==> config.mk <==
export PLATFORM = sky130hd
export DESIGN_NAME = stack_register_bank
export DESIGN_NICKNAME = d
export VERILOG_FILES = /design/src/rtl/stack_register_bank.sv
export SDC_FILE = /design/constraint.sdc
export NUM_CORES = 1
export LEC_CHECK = 0
export BUFFER_PORTS_ARGS = -buffer_cell sky130_fd_sc_hd__buf_2
export CORE_AREA = 10 10 165 167
export CTS_CLUSTER_DIAMETER = 30
export DETAILED_ROUTE_END_ITERATION = 6
export DIE_AREA = 0 0 175 177
export SKIP_CTS_REPAIR_TIMING = 1
export SYNTH_ARGS = -nofsm -noshare
export SYNTH_HDL_FRONTEND = slang
export SYNTH_SLANG_ARGS = --single-unit
==> constraint.sdc <==
create_clock -name clk -period 2.4 [get_ports clk]
set_clock_uncertainty 0.1 [all_clocks]
set_input_delay 0.36 -clock clk [delete_from_list [all_inputs] [get_ports clk]]
set_output_delay 0.36 -clock clk [all_outputs]
set_load 0.02 [all_outputs]
==> src/rtl/stack_register_bank.sv <==
// -----------------------------------------------------------------------------
// stack_register_bank
//
// General-purpose register bank for the bus-based CPU datapath. It holds NREGS
// registers of WIDTH bits. The highest register (index NREGS-1) is a hardware
// stack pointer with push/pop stepping, full/empty detection and sticky error
// flags, and it supplies the RAM address for stack accesses.
//
// Ports:
//   clk            rising-edge clock
//   rst            asynchronous active-low reset
//   bus_in         shared-bus value, loaded into every register whose rin bit is set
//   rin            one load enable per register
//   rout           one output enable per register; the lowest set index wins
//   bus_out        selected register value (0 when no rout bit is set)
//   bus_drive      any rout bit set; gates the external tri-state
//   sp_push        push request
//   sp_pop         pop request
//   sp_addr        RAM address of the current stack access (SP on a push, SP+1 otherwise)
//   stack_empty    SP == STACK_TOP
//   stack_full     SP == STACK_BASE-1
//   err_overflow   sticky: push attempted while full
//   err_underflow  sticky: pop attempted while empty
//   err_contention sticky: more than one rout bit set
//   err_clear      clears the sticky flags (a simultaneous new error wins)
//   regs_flat      all registers packed, register i at [i*WIDTH +: WIDTH]
// -----------------------------------------------------------------------------
module stack_register_bank #(
    parameter int               WIDTH      = 16,
    parameter int               NREGS      = 8,
    parameter logic [WIDTH-1:0] STACK_TOP  = 16'h00FF,
    parameter logic [WIDTH-1:0] STACK_BASE = 16'h0080
) (
    input  logic                   clk,
    input  logic                   rst,
    input  logic [WIDTH-1:0]       bus_in,
    input  logic [NREGS-1:0]       rin,
    input  logic [NREGS-1:0]       rout,
    output logic [WIDTH-1:0]       bus_out,
    output logic                   bus_drive,
    input  logic                   sp_push,
    input  logic                   sp_pop,
    output logic [WIDTH-1:0]       sp_addr,
    output logic                   stack_empty,
    output logic                   stack_full,
    output logic                   err_overflow,
    output logic                   err_underflow,
    output logic                   err_contention,
    input  logic                   err_clear,
    output logic [NREGS*WIDTH-1:0] regs_flat
);

    localparam int               SP_IDX   = NREGS - 1;
    localparam logic [WIDTH-1:0] ONE_W    = {{(WIDTH-1){1'b0}}, 1'b1};
    localparam logic [NREGS-1:0] ONE_N    = {{(NREGS-1){1'b0}}, 1'b1};
    localparam logic [WIDTH-1:0] FULL_VAL = STACK_BASE - ONE_W;

    logic [WIDTH-1:0] regs_q [NREGS];
    logic [WIDTH-1:0] regs_d [NREGS];
    logic             ovf_q, ovf_d;
    logic             unf_q, unf_d;
    logic             cont_q, cont_d;

    logic [WIDTH-1:0] sp_q;
    logic             push_only, pop_only, sp_wr;
    logic             push_step, pop_step;
    logic             ovf_evt, unf_evt, cont_evt;

    assign sp_q        = regs_q[SP_IDX];
    assign stack_empty = (sp_q == STACK_TOP);
    assign stack_full  = (sp_q == FULL_VAL);

    // Push and pop together is treated as idle.
    assign push_only = sp_push & ~sp_pop;
    assign pop_only  = sp_pop & ~sp_push;

    // A bus write to SP overrides any stack request in the same cycle,
    // including its error reporting.
    assign sp_wr     = rin[SP_IDX];
    assign push_step = push_only & ~stack_full  & ~sp_wr;
    assign pop_step  = pop_only  & ~stack_empty & ~sp_wr;
    assign ovf_evt   = push_only & stack_full   & ~sp_wr;
    assign unf_evt   = pop_only  & stack_empty  & ~sp_wr;

    // Clearing the lowest set bit leaves something only if two or more were set.
    assign cont_evt  = |(rout & (rout - ONE_N));

    // A push writes the free slot SP; everything else addresses the current top.
    assign sp_addr   = (push_only && !stack_full) ? sp_q : sp_q + ONE_W;

    assign bus_drive = |rout;

    always_comb begin
        bus_out = '0;
        for (int i = NREGS - 1; i >= 0; i--) begin
            if (rout[i]) begin
                bus_out = regs_q[i];
            end
        end
    end

    always_comb begin
        for (int i = 0; i < NREGS; i++) begin
            regs_d[i] = rin[i] ? bus_in : regs_q[i];
        end
        if (push_step) begin
            regs_d[SP_IDX] = sp_q - ONE_W;
        end else if (pop_step) begin
            regs_d[SP_IDX] = sp_q + ONE_W;
        end
    end

    assign ovf_d  = (ovf_q  & ~err_clear) | ovf_evt;
    assign unf_d  = (unf_q  & ~err_clear) | unf_evt;
    assign cont_d = (cont_q & ~err_clear) | cont_evt;

    always_ff @(posedge clk or negedge rst) begin
        if (!rst) begin
            for (int i = 0; i < NREGS; i++) begin
                regs_q[i] <= (i == SP_IDX) ? STACK_TOP : '0;
            end
            ovf_q  <= 1'b0;
            unf_q  <= 1'b0;
            cont_q <= 1'b0;
        end else begin
            for (int i = 0; i < NREGS; i++) begin
                regs_q[i] <= regs_d[i];
            end
            ovf_q  <= ovf_d;
            unf_q  <= unf_d;
            cont_q <= cont_d;
        end
    end

    assign err_overflow   = ovf_q;
    assign err_underflow  = unf_q;
    assign err_contention = cont_q;

    for (genvar g = 0; g < NREGS; g++) begin : g_flat
        assign regs_flat[g*WIDTH +: WIDTH] = regs_q[g];
    end

endmodule

==> metrics.yaml, run 1 <==
clocking:
  cts_max_path_buffers: 2
  cts_sinks: 131
  cts_tree: "yes"
  insertion_delay_ns: 0.41
  h-tree-depth: 4
  cts_root_buf: "clkbuf_16"
  cts-buffers-inserted: 17
  clk_pin_slew_ns: 0.06
sta:
  fmax_ghz: 0.370
  tightest_slew_ns: 0.551
  min_period_ns: 2.71
  fin_crit_sh: 1.13
  finalSetupViolations: 30
  relSlewSlack: 0.633
  holdWs_ns: 0.0920
  drv_slew: 0
  fin_ws_ns: -0.306
  hold_viol_final: 0
  rsz0062_at_grt: "yes"
power_and_ir_drop:
  vdd_ir_drop_max_v: 0.000423
  p_leak_nw: 4.44
  power-per-cell-area_nw_per_um2: 788
route:
  antenna_left: 0
  via_per_inst: 5.14
  drcViolationCount: 0
  drtPass1Iterations: 4
  drtIter0Drc: 347
  wl_per_cell_microns: 21.6
  dr_total_vias: 6466
  drt-total-wl_mm: 27.2
worst_setup_path:
  critPathMaxFanout: 6
  critPathBufInv: 2
  cp-end-kind: "primary output"
  worstSetupPathType: "reg -> out"
  crit_chain: "ha_4, and4_4, nand4_1, nand2b_1, buf_6, nand2_2, xnor2_2, buf_4"
  max_stage_delay_ns: 0.59
  start_kind: "flip-flop"
  cpMaxStageDelayCell: "dfstp_2"
  cp.arrival_ns: 2.25
  cpLargestDelayFamily: "simple AND/OR/NAND/NOR gates"
  crit_required_ns: 1.94
logic_synthesis:
  ys_ff_latch: 131
  synthArstFlopShare: 1.00
  synth_nets: 703
  synth_area_per_cell_sq_um: 10.7
  yosysSeqAreaShare: 0.464
  yosys.area.top_type: "dfrtp_1"
  synth_edf_count: 0
  syn_inst: 664
  yosysWarnings: 0
  synth_area_sq_um: 7090
  synth_ff_type: "dfrtp_1"
  yosysUniqueCellTypes: 63
  synth.area.top_cells: "dfrtp_1, mux2_2, dfstp_2, a21oi_1, o21ai_0"
  netlist.area_leader.share: 0.434
layout:
  final_cell_count_no_fill: 1259
  multi_input_area_sq_um: 3940
  fillers: 2377
  n_antenna_cell: 0
  nets: 961
  layout-drive-gt1-share: 0.571
  fin_util: 0.427
  ff_latch_area_sq_um: 3300
  area_delta_synth_final_pct: 44.4
global_route:
  grt_max_degree: 53
  antenna_found_initial: 0
  grt_util_met3: 0.0585
  grtUsageMet1: 0.227
  grt_usage: 0.169
  grt_pass1_vias: 6531
  busiest_layer: "met2"
  overflow: 0
  grt_pass1_wl_mm: 41.2
  met2_usage: 0.259
placed_design:
  port_buffers: 202
  place_congestion: 0.901
  placedCellCount: 1201
  dp_hpwl_mm: 20.7
floorplanning:
  core-area_sq_um: 24000
  num_rows: 57
  die_area_sq_um: 31000
  die_x_microns: 175
  io_pins: 203
  die_h_microns: 177
  start_util: 0.296
run:
  maxCapViolations: 0
outcome:
  violations: "setup timing"
  status: "finished with violations"
min_path:
  min_path_type: "in -> reg"
-- stage by stage --
step                setup slack [ns]  total power [mW]  area, sq um  setup TNS (ns)
floorplan                    -0.0167              4.13         7200         -0.0167
global placement              -0.940              5.12         8880          -13.48
detailed placement            -0.331              5.14         8880           -4.98
CTS                           -0.480              7.81         9470          -12.54
global route                  -0.441              8.47        10200           -8.73
finish                        -0.306              8.07        10200           -4.89
-- final cells by class --
cell class / count / share of cell area
multi-input cells: 464 / 0.385
flip-flops and latches: 131 / 0.322
repair buffers: 297 / 0.192
clock buffers: 19 / 0.0442
well taps: 324 / 0.0396
clock inverters: 13 / 0.0133
inverters: 11 / 0.00428
-- Yosys cell counts (6+ instances only) --
| cell | instances |
|---|---|
| o21ai_0 | 34 |
| dfstp_2 | 8 |
| nand3_1 | 11 |
| a221o_1 | 16 |
| nor2_1 | 38 |
| dfrtp_1 | 123 |
| mux2_2 | 113 |
| a22oi_1 | 18 |
| o221ai_1 | 6 |
| clkbuf_1 | 39 |
| nor2b_1 | 18 |
| inv_1 | 10 |
| nor3_1 | 20 |
| o211ai_1 | 6 |
| a221oi_1 | 15 |
| nand2_1 | 42 |
| buf_2 | 11 |
| a21oi_1 | 37 |
| xnor2_1 | 11 |
-- metal layers --
layer,part of all wire,vias up
met2,0.46,220
met4,0.0086,0
met5,0,-
met3,0.077,15
met1,0.45,3230
li1,-,3001
-- worst paths after layout --
| check | slack [ns] | from | cells after the start | endpoint |
|---|---|---|---|---|
| setup / recovery | -0.31 | sp_q[0]$_DFFE_PN1P_ | 8 | sp_addr[15] |
| hold / removal | 0.09 | err_clear | 2 | err_overflow$_DFF_PN0_ |
| setup reg to reg | 0 | sp_q[0]$_DFFE_PN1P_ | 12 | sp_q[1]$_DFFE_PN1P_ |
| hold reg to reg | 0.43 | regs_flat[58]$_DFFE_PN0P_ | 1 | regs_flat[58]$_DFFE_PN0P_ |
| max in group asynchronous | 1.11 | rst | 3 | regs_flat[20]$_DFFE_PN0P_ |
| min in group asynchronous | 0.38 | rst | 2 | err_overflow$_DFF_PN0_ |
-- where the power goes --
part           total [mW]  switching [mW]  internal (mW)
Sequential           2.77           0.273           2.50
Clock                2.62            1.10           1.52
Combinational        2.68            1.55           1.13
Total                8.07            2.92           5.15
-- state kept, by name, summed over array words and instances (netlist names) --
signal          cells
sp_q               16
err_underflow       1
err_contention      1
regs_flat         112
err_overflow        1
-- logic make-up (layout without fill, tap and decap cells) --
kind of cell	after synthesis	count (layout)	synth area share
AO/OA/AOI/OAI	170	170	0.169
XOR/XNOR	16	16	0.0198
adder cells (fa/ha/maj)	4	4	0.00635
buffers and inverters	69	340	0.0439
flip-flops	131	131	0.464
multiplexers	113	113	0.179
AND/OR/NAND/NOR	161	161	0.118
-- cell usage in the layout, fill, tap and decap left out, types with 13 or more instances in the layout --
| cell | instances |
|---|---|
| clkbuf_16 | 17 |
| buf_6 | 23 |
| o21ai_0 | 20 |
| buf_4 | 90 |
| a22oi_1 | 18 |
| a21oi_1 | 31 |
| o21ai_1 | 13 |
| mux2_2 | 113 |
| a221o_1 | 16 |
| nand2_1 | 40 |
| nor2b_1 | 17 |
| nor2_1 | 32 |
| nor3_2 | 13 |
| dfrtp_1 | 117 |
| buf_2 | 174 |
Power figures use the tool's default switching activity.
==> run 2: changes to the inputs <==
ABC_AREA = 0   (was default)
RECOVER_POWER = 50   (was default)
==> metrics.yaml, run 2 (synthesized netlist as in run 1, its figures left out) <==
sta:
  holdWs_ns: 0.0997  # +0.00769 ns
  fin_ws_ns: -0.306  # -0.000837 ns
  relSlewSlack: 0.0428  # -0.590
  fin_tns_setup_ns: -4.82  # +0.0707 ns
  hold_viol_final: 0  # unchanged
  min_period_ns: 2.71  # +0.000837 ns
  fin_crit_sh: 1.13  # about the same
  drv_slew: 0  # unchanged
  fmax_ghz: 0.369  # about the same
  rsz0062_at_grt: "yes"
  finalSetupViolations: 31  # +3.3%
  tightest_slew_ns: 1.44  # +0.885 ns
placed_design:
  placedCellCount: 1201  # unchanged
  port_buffers: 202  # unchanged
  dpl-instance-area_sq_um: 8880  # unchanged
  pre_cts_ws_ns: -0.331  # unchanged
  place_congestion: 0.901  # unchanged
  dp_hpwl_mm: 20.7  # unchanged
global_route:
  grt_util_met3: 0.0585  # unchanged
  grt_usage: 0.169  # unchanged
  overflow: 0  # unchanged
  grt_max_degree: 53  # unchanged
  met2_usage: 0.259  # unchanged
  antenna_found_initial: 0  # unchanged
  grtUsageMet1: 0.227  # unchanged
  busiest_layer: "met2"
  grt_pass1_wl_mm: 41.2  # unchanged
  grt_pass1_vias: 6531  # unchanged
layout:
  fin_util: 0.426  # -0.00115
  layout-drive-gt1-share: 0.564  # -0.00749
  final_cell_count_no_fill: 1259  # unchanged
  n_antenna_cell: 0  # unchanged
  largest_reg_flops: 112  # unchanged
  design_area_sq_um: 10200  # -0.27%
  mostFrequentLayoutCells: "buf_2, dfrtp_1, mux2_2"
  layout_commonest_cell: "buf_2"
  area_delta_synth_final_pct: 44.0
  nets: 961  # unchanged
worst_setup_path:
  max_stage_delay_ns: 0.59  # about the same
  cpMaxStageDelayCell: "dfstp_2"
  critPathBufInv: 2  # unchanged
  start_kind: "flip-flop"
  cp.arrival_ns: 2.25  # about the same
  cp-end-kind: "primary output"
  cpLargestDelayFamily: "simple AND/OR/NAND/NOR gates"
  worstSetupPathType: "reg -> out"
  crit_chain: "ha_4, and4_4, nand4_1, nand2b_1, buf_6, nand2_2, xnor2_2, buf_4"
  critPathMaxFanout: 6  # unchanged
  reg2reg_setup_slack_ns: 0  # unchanged
  crit_required_ns: 1.94  # about the same
power_and_ir_drop:
  vdd_ir_drop_max_v: 0.000420  # -0.70%
  power-per-cell-area_nw_per_um2: 789  # +0.16%
  p_leak_nw: 4.42  # -0.58%
  power_mw: 8.06  # -0.10%
clocking:
  cts-buffers-inserted: 17  # unchanged
  insertion_delay_ns: 0.41  # about the same
  h-tree-depth: 4  # unchanged
  cts_sinks: 131  # unchanged
  clk_pin_slew_ns: 0.06  # about the same
  cts_root_buf: "clkbuf_16"
  cts_tree: "yes"
  cts_max_path_buffers: 2  # unchanged
route:
  via_per_inst: 5.13  # -0.19%
  dr_total_vias: 6454  # -0.19%
  drt-total-wl_mm: 27.2  # about the same
  drtPass1Iterations: 5  # +1
  drtIter0Drc: 353  # +1.7%
  antenna_left: 0  # unchanged
  drcViolationCount: 0  # unchanged
  wl_per_cell_microns: 21.6  # about the same
floorplanning:
  die_h_microns: 177  # unchanged
  die_area_sq_um: 31000  # unchanged
  io_pins: 203  # unchanged
  start_util: 0.296  # unchanged
  num_rows: 57  # unchanged
  die_x_microns: 175  # unchanged
  core-area_sq_um: 24000  # unchanged
outcome:
  violations: "setup timing"
  status: "finished with violations"
run:
  maxCapViolations: 0  # unchanged
min_path:
  min_path_type: "in -> reg"
## run 2: cell types whose count changed in the layout (fill, tap and decap cells not counted), sizes merged
cell | before | now
buf | 295 | 287
clkbuf | 20 | 28
## run 2: final timing paths
kind	from	endpoint	cells past startpoint
setup reg to reg	sp_q[0]$_DFFE_PN1P_	sp_q[1]$_DFFE_PN1P_	12
hold reg to reg	regs_flat[39]$_DFFE_PN0P_	regs_flat[39]$_DFFE_PN0P_	1
hold / removal	err_clear	err_overflow$_DFF_PN0_	2
max in group asynchronous	rst	regs_flat[62]$_DFFE_PN0P_	3
setup / recovery	sp_q[0]$_DFFE_PN1P_	sp_addr[15]	8
min in group asynchronous	rst	err_overflow$_DFF_PN0_	2
## run 2: report_power, final
part           leakage (nW)  total, mW  internal, mW  switching, mW
sequential             1.52       2.77          2.50          0.272
combinational          2.61       2.67          1.12           1.55
clock                 0.288       2.62          1.52           1.10
## run 2: area by class of cell
type / instances / area (sq um)
multi-input combinational: 464 / 3940
timing repair buffer: 297 / 1940
sequential: 131 / 3300
clock inverter: 13 / 136
fill: 2384 / 13700
inverter: 11 / 43.8
tap: 324 / 405
clock buffer: 19 / 453
## run 2: per-layer routing
metal  wire length, microns  part of all wire
met4                    223            0.0082
met1                  12300              0.45
met5                      0                 0
met3                   2080             0.076
met2                  12600              0.46
